### src/rtl/cpu_ctrl_pkg.sv
// Shared definitions for the accumulator CPU control unit.
// The state encoding is fixed and is also used by the output-decode stage.
package cpu_ctrl_pkg;

    localparam int unsigned STATE_W = 3;
    localparam int unsigned OP_W    = 3;

    // Control states; all 8 encodings are used, so no illegal state exists
    typedef enum logic [STATE_W-1:0] {
        FETCH    = 3'b000,
        DECODE   = 3'b001,
        WAIT_IN  = 3'b010,
        EXEC_IN  = 3'b011,
        EXEC_OUT = 3'b100,
        EXEC_DEC = 3'b101,
        EXEC_JNZ = 3'b110,
        HALT     = 3'b111
    } state_e;

    // Opcodes carried in IR[7:5]; 000/001/010 are NOPs
    localparam logic [OP_W-1:0] OP_IN   = 3'b011;
    localparam logic [OP_W-1:0] OP_OUT  = 3'b100;
    localparam logic [OP_W-1:0] OP_DEC  = 3'b101;
    localparam logic [OP_W-1:0] OP_JNZ  = 3'b110;
    localparam logic [OP_W-1:0] OP_HALT = 3'b111;

endpackage

### src/rtl/btn_sync_edge.sv
// Pushbutton synchroniser plus rising-edge detector.
// Ports:
//   clk       - system clock
//   rst_n     - synchronous active-low reset
//   btn_in    - raw asynchronous button, active-high
//   pulse_out - registered one-cycle pulse per rising edge of btn_in
// A held button yields exactly one pulse. SYNC_STAGES must be at least 2.
module btn_sync_edge #(
    parameter int unsigned SYNC_STAGES = 2
) (
    input  logic clk,
    input  logic rst_n,
    input  logic btn_in,
    output logic pulse_out
);

    logic [SYNC_STAGES-1:0] sync_q;
    logic                   prev_q;
    logic                   pulse_q;
    logic                   sync_out;

    assign sync_out = sync_q[SYNC_STAGES-1];

    // Shift chain, previous-value flop and registered edge pulse
    always_ff @(posedge clk) begin
        if (!rst_n) begin
            sync_q  <= '0;
            prev_q  <= 1'b0;
            pulse_q <= 1'b0;
        end else begin
            sync_q  <= {sync_q[SYNC_STAGES-2:0], btn_in};
            prev_q  <= sync_out;
            pulse_q <= sync_out & ~prev_q;
        end
    end

    assign pulse_out = pulse_q;

endmodule

### src/rtl/control_fsm.sv
// Control unit state register and next-state logic for the accumulator CPU.
// Ports:
//   clk           - system clock
//   rst_n         - synchronous active-low reset
//   ir_opcode     - IR[7:5], valid from the cycle after FETCH
//   enter         - raw asynchronous Enter pushbutton, active-high
//   current_state - registered state to the output-decode stage
//   waiting_input - high while in WAIT_IN
//   halted        - high while in HALT
//   instr_count   - saturating count of DECODE cycles
module control_fsm
    import cpu_ctrl_pkg::*;
#(
    parameter int unsigned CNT_W       = 16,
    parameter int unsigned SYNC_STAGES = 2
) (
    input  logic               clk,
    input  logic               rst_n,
    input  logic [OP_W-1:0]    ir_opcode,
    input  logic               enter,
    output logic [STATE_W-1:0] current_state,
    output logic               waiting_input,
    output logic               halted,
    output logic [CNT_W-1:0]   instr_count
);

    localparam logic [CNT_W-1:0] CNT_MAX = '1;

    state_e           state_q, state_d;
    logic [CNT_W-1:0] cnt_q, cnt_d;
    logic             waiting_q, halted_q;
    logic             enter_pulse;

    // Enter edge pulse; only consumed while sitting in WAIT_IN
    btn_sync_edge #(
        .SYNC_STAGES(SYNC_STAGES)
    ) u_enter_edge (
        .clk      (clk),
        .rst_n    (rst_n),
        .btn_in   (enter),
        .pulse_out(enter_pulse)
    );

    // State, counter and status registers
    always_ff @(posedge clk) begin
        if (!rst_n) begin
            state_q   <= FETCH;
            cnt_q     <= '0;
            waiting_q <= 1'b0;
            halted_q  <= 1'b0;
        end else begin
            state_q   <= state_d;
            cnt_q     <= cnt_d;
            // Status flags track the next state so they line up with state_q
            waiting_q <= (state_d == WAIT_IN);
            halted_q  <= (state_d == HALT);
        end
    end

    // Next-state and counter update
    always_comb begin
        state_d = state_q;
        cnt_d   = cnt_q;
        unique case (state_q)
            FETCH: state_d = DECODE;
            DECODE: begin
                cnt_d = (cnt_q == CNT_MAX) ? cnt_q : cnt_q + CNT_W'(1);
                case (ir_opcode)
                    OP_IN:   state_d = WAIT_IN;
                    OP_OUT:  state_d = EXEC_OUT;
                    OP_DEC:  state_d = EXEC_DEC;
                    OP_JNZ:  state_d = EXEC_JNZ;
                    OP_HALT: state_d = HALT;
                    default: state_d = FETCH;
                endcase
            end
            WAIT_IN:  if (enter_pulse) state_d = EXEC_IN;
            EXEC_IN:  state_d = FETCH;
            EXEC_OUT: state_d = FETCH;
            EXEC_DEC: state_d = FETCH;
            EXEC_JNZ: state_d = FETCH;
            HALT:     state_d = HALT;
            default:  state_d = FETCH;
        endcase
    end

    assign current_state = STATE_W'(state_q);
    assign waiting_input = waiting_q;
    assign halted        = halted_q;
    assign instr_count   = cnt_q;

endmodule

### config.mk
export PLATFORM = sky130hd
export DESIGN_NAME = control_fsm
export DESIGN_NICKNAME = d
export VERILOG_FILES = /design/src/rtl/cpu_ctrl_pkg.sv /design/src/rtl/btn_sync_edge.sv /design/src/rtl/control_fsm.sv
export SDC_FILE = /design/constraint.sdc
export NUM_CORES = 1
export LEC_CHECK = 0
export CAP_MARGIN = 30
export CORE_MARGIN = 8
export CORE_UTILIZATION = 53
export CTS_CLUSTER_DIAMETER = 120
export DETAILED_ROUTE_END_ITERATION = 10
export PLACE_DENSITY = 0.84
export SLEW_MARGIN = 20
export SYNTH_ARGS = -nofsm -noshare
export SYNTH_HDL_FRONTEND = slang
export SYNTH_SLANG_ARGS = --single-unit
### constraint.sdc
create_clock -name clk -period 3.8 [get_ports clk]
set_clock_uncertainty 0.1 [all_clocks]
set_input_delay 0.76 -clock clk [delete_from_list [all_inputs] [get_ports clk]]
set_output_delay 0.76 -clock clk [all_outputs]
set_load 0.1 [all_outputs]
==> results.md, run 1 <==
- Outcome: finished clean
- CTS Buf Count: 3
- Final wirelength: 2.61 mm
- Antenna violations before repair: 0
- Hold Vio Cnt, Final: 0
- Htree depth: 1
- Max rail drop VDD: 271 uV
- Worst slew margin relative to its limit: 0.342
- # DRC: 0
- GRT busiest layer: met2
- Largest net degree at the start of global routing: 18
- Mapped cell area: 1220 sq um
- Initial DRC Count: 66
- Antenna-violating nets left: 0
- # Post-CTS Setup Buffers: 0
- CP max FO: 11
- RR Startpoint: instr_count[9]
- Flops & latches, synth: 25
- R2r setup slk: 1.72 ns
- PnR worst setup slack: 0.853 ns
- WP data required: 2.94 ns
- Fmax: 339 MHz
- Die Y: 63.9 um
- Vias in the first global route: 1058
- Hpwl dp: 1.91 mm
- Final hold slack: 0.297 ns
- Max-Cap Viols: 0
- Root Driver: clkbuf_4
- Ant. Diodes: 0
- Reg2Reg Capture Point: instr_count[9]
- Crit path DAT: 2.09 ns
- Distinct cells, synth: 42
- Slew of the pin with the lowest slew margin: 0.984 ns
- Routing usage on met3: 0.0453
- DR WL/cell: 14.2 um
- Met1 usage: 0.153
- Primary FF master, synth: dfxtp_1
- FILL cells: 196
- Gpl congestion: 0.848
- Dpl cells: 180
- Syn_nets: 139
- Placed cell areas: 1470 sq um
- Final TNS setup: 0 ns
- Tot GR Track Use: 0.136
- Critical path buffers and inverters: 1
- Async set-reset flop share out of synthesis: 0
- CTS resizes: 0
- Sequential-to-total area share from yosys stat: 0.412
- Hold Crit Class: flop to flop
- Area delta synth->final: 22.7%
- Net Sw Frac: 0.300
- Vias per inst: 5.97
- Crit. path cell count: 1
- Startpoint Class: flop
- Final Slew Violations: 0
- DR vias: 1098
- Synth area leader: dfxtp_1
- Clk buf depth: 2
- Worst skew pair latency: 0.32 ns
- Core area: 2190 sq um
- Post-Syn Area per Cell: 9.21 sq um
- Post-Layout Inst Area: 1490 sq um
- Switching Power: 0.144 mW
- Cell count after synthesis: 132
- Drt pass-1 iters: 4
- Share of the synthesized area in the top cell type: 0.412
- CTS tree: built
- GR Overflow Total: 0
- Initial Utilization: 0.555
- Number of synthesized flops with an enable pin: 0
- Setup WS pre-CTS: 1.11 ns
- First-pass GRT wire length: 4.69 mm
- Logic pwr share: 0.175
- Reg2reg path depth: 4
- I/O Pins: 27
- Die area: 4080 sq um
- Clock power frac: 0.245
- Met2 usage: 0.236
- Crit share post-route: 0.775
- Slowest CP cell: clkdlybuf4s50_1
- Setup-failing EPs final: 0
- Register area: 500 sq um
- Row cnt: 17
- Part of the power in registers: 0.579
- Post-CTS Hold Fix Bufs: 0
- Pint: 0.336 mW
- # port buffers: 26
- Yosys warning count: 0
- Fin nets: 164
- Crit path time final: 2.95 ns
- PwrDens: 321 nW/um^2
- Final Util: 0.681
- Finished Layout Cells: 184
- Synth area leaders: dfxtp_1 (41%), a21oi_1 (4.5%), nor4_4 (3.5%), mux2i_1 (3.3%), nand4_1 (3.1%)
- CP Capture Type: primary output
- Pleak: 0.509 nW
- Critical-path cell list: clkdlybuf4s50_1
- Worst Setup EP: current_state[1]
- Reg clk slew, reported paths: 0.13 ns
- Share of post-route cells with drive strength above 1: 0.0705
- Crit path max-delay family: buffers and inverters
- Critical path type: flop to primary output
- DIE WIDTH: 63.9 um
- Multi-input gate area: 658 sq um
- Final Power: 0.479 mW
- Crit. Startpoint: current_state[1]
- Sink Count: 25
- RSZ-0062 raised after global routing: no
- Crit-path max cell delay: 1.21 ns
[sequential cells by signal, summed over array words and instances (netlist names)]
signal and count:
u_enter_edge.pulse_out 1, u_enter_edge.sync_q 2, current_state 3, u_enter_edge.prev_q 1, instr_count 16, waiting_input 1, halted 1
[kinds of logic after synthesis]
| logic type | count (synthesis) | synth area share |
|---|---|---|
| muxes | 4 | 0.0329 |
| xor gates and xnor gates | 1 | 0.00720 |
| and+or+nand+nor | 62 | 0.338 |
| AOI/OAI and AO/OA | 29 | 0.152 |
| DFF | 25 | 0.412 |
| adders and majority gates | 1 | 0.0103 |
| buffers and inverters | 10 | 0.0473 |
[per-layer routing]
metal  vias up  wire length (um)  part of all wire
met1       514              1140              0.44
met2        32              1260              0.48
met4         0                25            0.0096
met3         2               182             0.070
li1        550                 -                 -
met5         -                 0                 0
[cell usage after synthesis, drive strengths merged, types with 2 or more instances]
library cell  instances
or3                   2
nand2b                5
or4                   5
nor2                  6
or3b                  2
nor4                  4
o41ai                 2
o31ai                 5
clkbuf                2
nand3                 6
and3                  3
mux2i                 4
and4                  2
o21ai                 5
nand2                 9
a21o                  2
and2                  3
a21oi                11
buf                   4
inv                   3
nand3b                2
dfxtp                25
nor4b                 2
nand4                 6
nor3                  2
nor3b                 2
[cell usage in the layout (no fill, tap or decap), types with 2 or more instances in the layout]
master	Yosys	final
clkdlybuf4s50_1	0	25
nor4_4	2	2
inv_1	3	3
or3_1	2	2
nand3b_1	2	2
nand4_1	6	6
and4_1	2	2
a21oi_1	11	11
nand2b_1	5	5
o41ai_1	2	2
or4_1	5	5
nor3_1	2	2
nor4b_1	2	2
and3_1	2	2
mux2i_1	4	4
clkbuf_4	0	3
o21ai_0	5	5
nand3_1	6	6
o31ai_1	5	5
nor2_1	6	6
nor4_1	2	2
dfxtp_1	25	25
nand2_1	8	8
and2_1	3	3
[cell type report]
| cell class | count | area share |
|---|---|---|
| Tap cell | 28 | 0.0235 |
| Inverter | 4 | 0.0101 |
| Clock buffer | 4 | 0.0176 |
| Timing Repair Buffer | 26 | 0.173 |
| Multi-Input combinational cell | 97 | 0.441 |
| Sequential cell | 25 | 0.335 |
[power by group through the flow]
stage                     registers (mW)  clock network, mW  logic, mW
final                              0.278              0.118     0.0840
after global routing               0.279              0.128     0.0898
after global placement             0.283                  0     0.0831
after CTS                          0.278              0.119     0.0844
after detailed placement           0.284                  0     0.0842
after floorplan                    0.315                  0     0.0350
[how the worst min path moves through the flow]
| stage | start | endpoint | slack (ns) | depth (start not counted) |
|---|---|---|---|---|
| after floorplan | u_enter_edge.prev_q | u_enter_edge.pulse_out | 0.27 | 1 |
| after global placement | u_enter_edge.prev_q | u_enter_edge.pulse_out | 0.27 | 1 |
| after detailed placement | u_enter_edge.prev_q | u_enter_edge.pulse_out | 0.28 | 1 |
| after CTS | u_enter_edge.prev_q | u_enter_edge.pulse_out | 0.30 | 1 |
| after global routing | u_enter_edge.prev_q | u_enter_edge.pulse_out | 0.32 | 1 |
| final | u_enter_edge.prev_q | u_enter_edge.pulse_out | 0.30 | 1 |
Power figures use the tool's default switching activity.
==> run 2: changes to the inputs <==
Settings changed: CORE_UTILIZATION 53 to 49, PLACE_DENSITY 0.84 to 0.79.
Clock period 3.8 ns to 2.8 ns, I/O delays scaled along.
==> run 2 against run 1 <==
Die area rose by 6.1%. Cell count rose by 1.6%. Register-to-register slack got worse by 0.97 ns. Hold slack improved by 0.020 ns. Design area fell by 2.6%. Core utilization fell by 7.8 points. Wire length rose by 1.6%. Via count fell by 0.82%. Clock-buffer cell count fell by 1. Critical endpoint is now halted.
==> results.md, run 2 (same netlist as run 1, synthesis figures left out) <==
- Area delta synth->final: 19.5%
- Reg2Reg Capture Point: instr_count[15]
- Drt pass-1 iters: 4 (unchanged)
- Setup-failing EPs final: 0 (unchanged)
- Worst slew margin relative to its limit: 0.530 (+0.187)
- RSZ-0062 raised after global routing: no
- Reg2reg path depth: 4 (unchanged)
- Row cnt: 18 (+1)
- Worst hold path endpoint: u_enter_edge.pulse_out
- Largest net degree at the start of global routing: 18 (unchanged)
- Outcome: finished clean
- Hold Crit Start: u_enter_edge.prev_q
- Pleak: 0.557 nW (+9.3%)
- Fin nets: 165 (+0.61%)
- Final Slew Violations: 0 (unchanged)
- Vias per inst: 5.82 (-2.4%)
- Max-Cap Viols: 0 (unchanged)
- Tot GR Track Use: 0.127 (-0.00966)
- Pint: 0.452 mW (+35%)
- Sink Count: 25 (unchanged)
- Core area: 2410 sq um (+10%)
- DR WL/cell: 14.2 um (about the same)
- # DRC: 0 (unchanged)
- Final TNS setup: 0 ns (unchanged)
- Crit path time final: 2.15 ns
- Ant. Diodes: 0 (unchanged)
- CTS tree: built
- Antenna-violating nets left: 0 (unchanged)
- Critical path type: primary input to flop
- Fmax: 465 MHz
- Max rail drop VDD: 309 uV (+14%)
- Initial DRC Count: 55 (-17%)
- Crit path DAT: 2.23 ns (+0.14 ns)
- Slew of the pin with the lowest slew margin: 0.700 ns (-0.283 ns)
- Commonest non-fill, non-tap cells in the layout: dfxtp_1 (25), buf_4 (22), a21oi_1 (11), nand2_1 (8)
- Reg clk slew, reported paths: 0.13 ns (about the same)
- Max reg flops: 16 (unchanged)
- CTS resizes: 0 (unchanged)
- CP Capture Type: flop
- Dpl cells: 183 (+1.7%)
- DR vias: 1089 (-0.82%)
- CP max FO: 3 (-8)
- Hpwl dp: 1.92 mm (+0.70%)
- Gpl congestion: 0.839 (-1.0%)
- Crit share post-route: 0.768
- Clk buf depth: 2 (unchanged)
- Root Driver: clkbuf_4
- PwrDens: 448 nW/um^2 (+40%)
- DIE WIDTH: 65.8 um (+3.0%)
- RR Startpoint: instr_count[9]
- Post-CTS Hold Fix Bufs: 0 (unchanged)
- Initial Utilization: 0.505 (-0.0504)
- Crit. Startpoint: ir_opcode[1]
- WP data required: 2.88 ns (-0.06 ns)
- Final Util: 0.603 (-0.0780)
- Die Y: 65.8 um (+3.0%)
- Logic pwr share: 0.176 (about the same)
- # Post-CTS Setup Buffers: 0 (unchanged)
- Switching Power: 0.199 mW (+39%)
- First-pass GRT wire length: 4.47 mm (-4.7%)
- Hold Crit Class: flop to flop
- Worst skew pair latency: 0.32 ns (about the same)
- Antenna violations before repair: 0 (unchanged)
- # port buffers: 26 (unchanged)
- Hold Vio Cnt, Final: 0 (unchanged)
- Htree depth: 1 (unchanged)
- Part of the power in registers: 0.579 (about the same)
- Clock power frac: 0.245 (about the same)
- GR Overflow Total: 0 (unchanged)
- Share of post-route cells with drive strength above 1: 0.210 (+0.140)
- Most common cell after layout, fill and taps aside: dfxtp_1
- Hold path cells: 1 (unchanged)
- R2r setup slk: 0.75 ns (-0.97 ns)
- Die area: 4330 sq um (+6.1%)
- CTS Buf Count: 3 (unchanged)
- Final wirelength: 2.65 mm (+1.6%)
- Net Sw Frac: 0.306 (+0.00618)
- Final Power: 0.652 mW (+36%)
- Finished Layout Cells: 187 (+1.6%)
- Startpoint Class: primary input
- I/O Pins: 27 (unchanged)
- Vias in the first global route: 1021 (-3.5%)
==> run 2: how the worst max path moves through the flow <==
stage / to / slack (ns) / cells after the start
6_report: halted / 0.65 / 5
5_1_grt: halted / 0.54 / 5
4_1_cts: halted / 0.65 / 5
3_5_place_dp: halted / 0.29 / 5
3_3_place_gp: halted / 0.55 / 5
2_1_floorplan: instr_count[7] / 0.24 / 5
==> run 2: cell type report <==
type	instances	area, sq um
fillers	211	956
inverters	4	15.0
repair buffers	27	215
clock inverters	1	5.00
flip-flops and latches	25	500
multi-input cells	97	658
clock buffers	3	22.5
well taps	30	37.5
==> run 2: power groups by stage <==
stage	Combinational, mW	Clock [mW]	Sequential [mW]
after floorplan	0.0475	0	0.428
after global placement	0.113	0	0.384
after detailed placement	0.114	0	0.385
after CTS	0.115	0.165	0.377
after global routing	0.122	0.183	0.379
final	0.114	0.160	0.377
==> run 2: stage by stage <==
step	cell area, sq um	setup WS [ns]	hold slack [ns]
4_1_cts	1450	0.648	0.321
5_1_grt	1450	0.535	0.329
3_3_place_gp	1430	0.555	0.272
3_5_place_dp	1430	0.293	0.302
6_report	1450	0.651	0.317
2_1_floorplan	1220	0.236	0.267
==> run 2: critical path: stages <==
cell and delay [ns]:
clkdlybuf4s50_1 0.46, or3b_2 0.44, o21ai_0 0.16, a21oi_1 0.12, a2111oi_0 0.48
==> run 2: layer usage <==
layer	GRT usage	part of all wire	up-vias
met4	0.0708	0.018	0
met3	0.0339	0.058	5
met1	0.159	0.46	508
li1	-	-	548
met5	0	0	-
met2	0.191	0.46	28
==> RTL change (flow settings as in run 1) <==
Reset style: asynchronous (`rst_n`), changed in 2 clocked blocks. Comments in the files are not updated.
--- a/src/rtl/btn_sync_edge.sv
+++ b/src/rtl/btn_sync_edge.sv
@@ -22,7 +22,7 @@
     assign sync_out = sync_q[SYNC_STAGES-1];
 
     // Shift chain, previous-value flop and registered edge pulse
-    always_ff @(posedge clk) begin
+    always_ff @(posedge clk or negedge rst_n) begin
         if (!rst_n) begin
             sync_q  <= '0;
             prev_q  <= 1'b0;
--- a/src/rtl/control_fsm.sv
+++ b/src/rtl/control_fsm.sv
@@ -42,7 +42,7 @@
     );
 
     // State, counter and status registers
-    always_ff @(posedge clk) begin
+    always_ff @(posedge clk or negedge rst_n) begin
         if (!rst_n) begin
             state_q   <= FETCH;
             cnt_q     <= '0;
Function: differs if rst_n is asserted again (counterexample within 4 cycles, from zero or initial values and one cycle with rst_n low); with rst_n held inactive, the same outputs for 10 cycles.
==> RTL change against run 1 <==
Area after synthesis shrank 2.3%; maximum frequency grew 3.0%; design area grew 2.1%; register-to-register slack lost 160 ps; final cell count shrank 12%; sequential cell count is the same; setup slack gained 86 ps; routed wire length shrank 9.8%; first-iteration DRC count shrank 45%; critical path type unchanged; critical endpoint is now instr_count[2].
Power is not compared: it rests on default switching activity, and its combinational part moved more than twofold at a synthesized area within 25%.
==> RTL change: results (changes against run 1) <==
Routed Wire Length=2360 um (was 2610 um); Post-DP HPWL=1850 um (was 1910 um); clock latency on the worst-skew pair=300 ps (was 320 ps); met2 usage=0.191 (was 0.236); sequential area share after synthesis=0.526 (was 0.412); WP data arrival=2000 ps (was 2090 ps); outcome=complete, no violations (unchanged); met3 Usage GRT=0.0477 (was 0.0453); slew margin rel.=0.337 (was 0.342); Worst Path Max Fanout=7 (was 11); Met1 Wirelength=1030 um (was 1140 um); Hold WS=280 ps (was 297 ps); fin nets=142 (was 164); wire length on met2=1160 um (was 1260 um); GR met1 Demand/Resource=0.138 (was 0.153); GRT Total Usage=0.120 (was 0.136); DR WL met3=144 um (was 182 um); Post-Synthesis Cells=105 (was 132); Commonest cells post-synth=25 x dfrtp_1, 12 x xor2_1, 11 x nand2_1 (was 25 x dfxtp_1, 11 x a21oi_1, 8 x nand2_1); largest net degree at the start of global routing=17 (was 18); share of layout cells above drive strength 1=0.0970 (was 0.0705); 1st-iter DRT viols=36 (was 66); final non-filler cell total=162 (was 184); gp weighted congestion=0.826 (was 0.848); first-pass GRT wire length=4000 um (was 4690 um); top cells by area, synth=dfrtp_1 53%, xor2_1 8.8%, nand2_1 3.5% (was dfxtp_1 41%, a21oi_1 4.5%, nor4_4 3.5%)
RTL change: path summary, 6_finish.rpt:
path	startpoint	end	cells past startpoint
min	u_enter_edge.sync_q[0]	u_enter_edge.sync_q[1]	0
min in group asynchronous	rst_n	halted	1
max reg2reg	instr_count[0]	instr_count[1]	5
max	instr_count[2]	instr_count[2]	1
min reg2reg	u_enter_edge.sync_q[0]	u_enter_edge.sync_q[1]	0
max in group asynchronous	rst_n	instr_count[5]	2
RTL change: per-stage QoR:
| stage | util | setup slack (ps) | total power [uW] |
|---|---|---|---|
| final | 0.702 | 939 | 1140 |
| after global routing | 0.702 | 868 | 1200 |
| after CTS | 0.702 | 918 | 1150 |
| after detailed placement | 0.690 | 1300 | 1040 |
| after global placement | 0.677 | 1320 | 1020 |
| after floorplan | - | 1270 | 876 |
RTL change: cells by family after synthesis:
| family | after synthesis | synth area share |
|---|---|---|
| AOI/OAI and AO/OA | 7 | 0.0390 |
| xor gates and xnor gates | 14 | 0.103 |
| adders and majority gates | 1 | 0.0105 |
| buffers and inverters | 5 | 0.0221 |
| DFF | 25 | 0.526 |
| muxes | 2 | 0.0189 |
| and+or+nand+nor | 51 | 0.280 |
RTL change: cell type report:
class / instances / area (um2) / area share
flip-flops and latches: 25 / 626 / 0.411
multi-input cells: 75 / 537 / 0.352
repair buffers: 27 / 288 / 0.189
well taps: 28 / 35.0 / 0.0230
clock buffers: 3 / 22.5 / 0.0148
inverters: 3 / 11.3 / 0.00739
clock inverters: 1 / 5.00 / 0.00328
RTL change: power groups by stage:
stage          sequential [uW]  combinational (uW)  clock (uW)
5_1_grt                    409                 659         129
4_1_cts                    400                 633         121
3_5_place_dp               405                 632           0
3_3_place_gp               397                 619           0
6_report                   401                 630         112
2_1_floorplan              740                 136           0
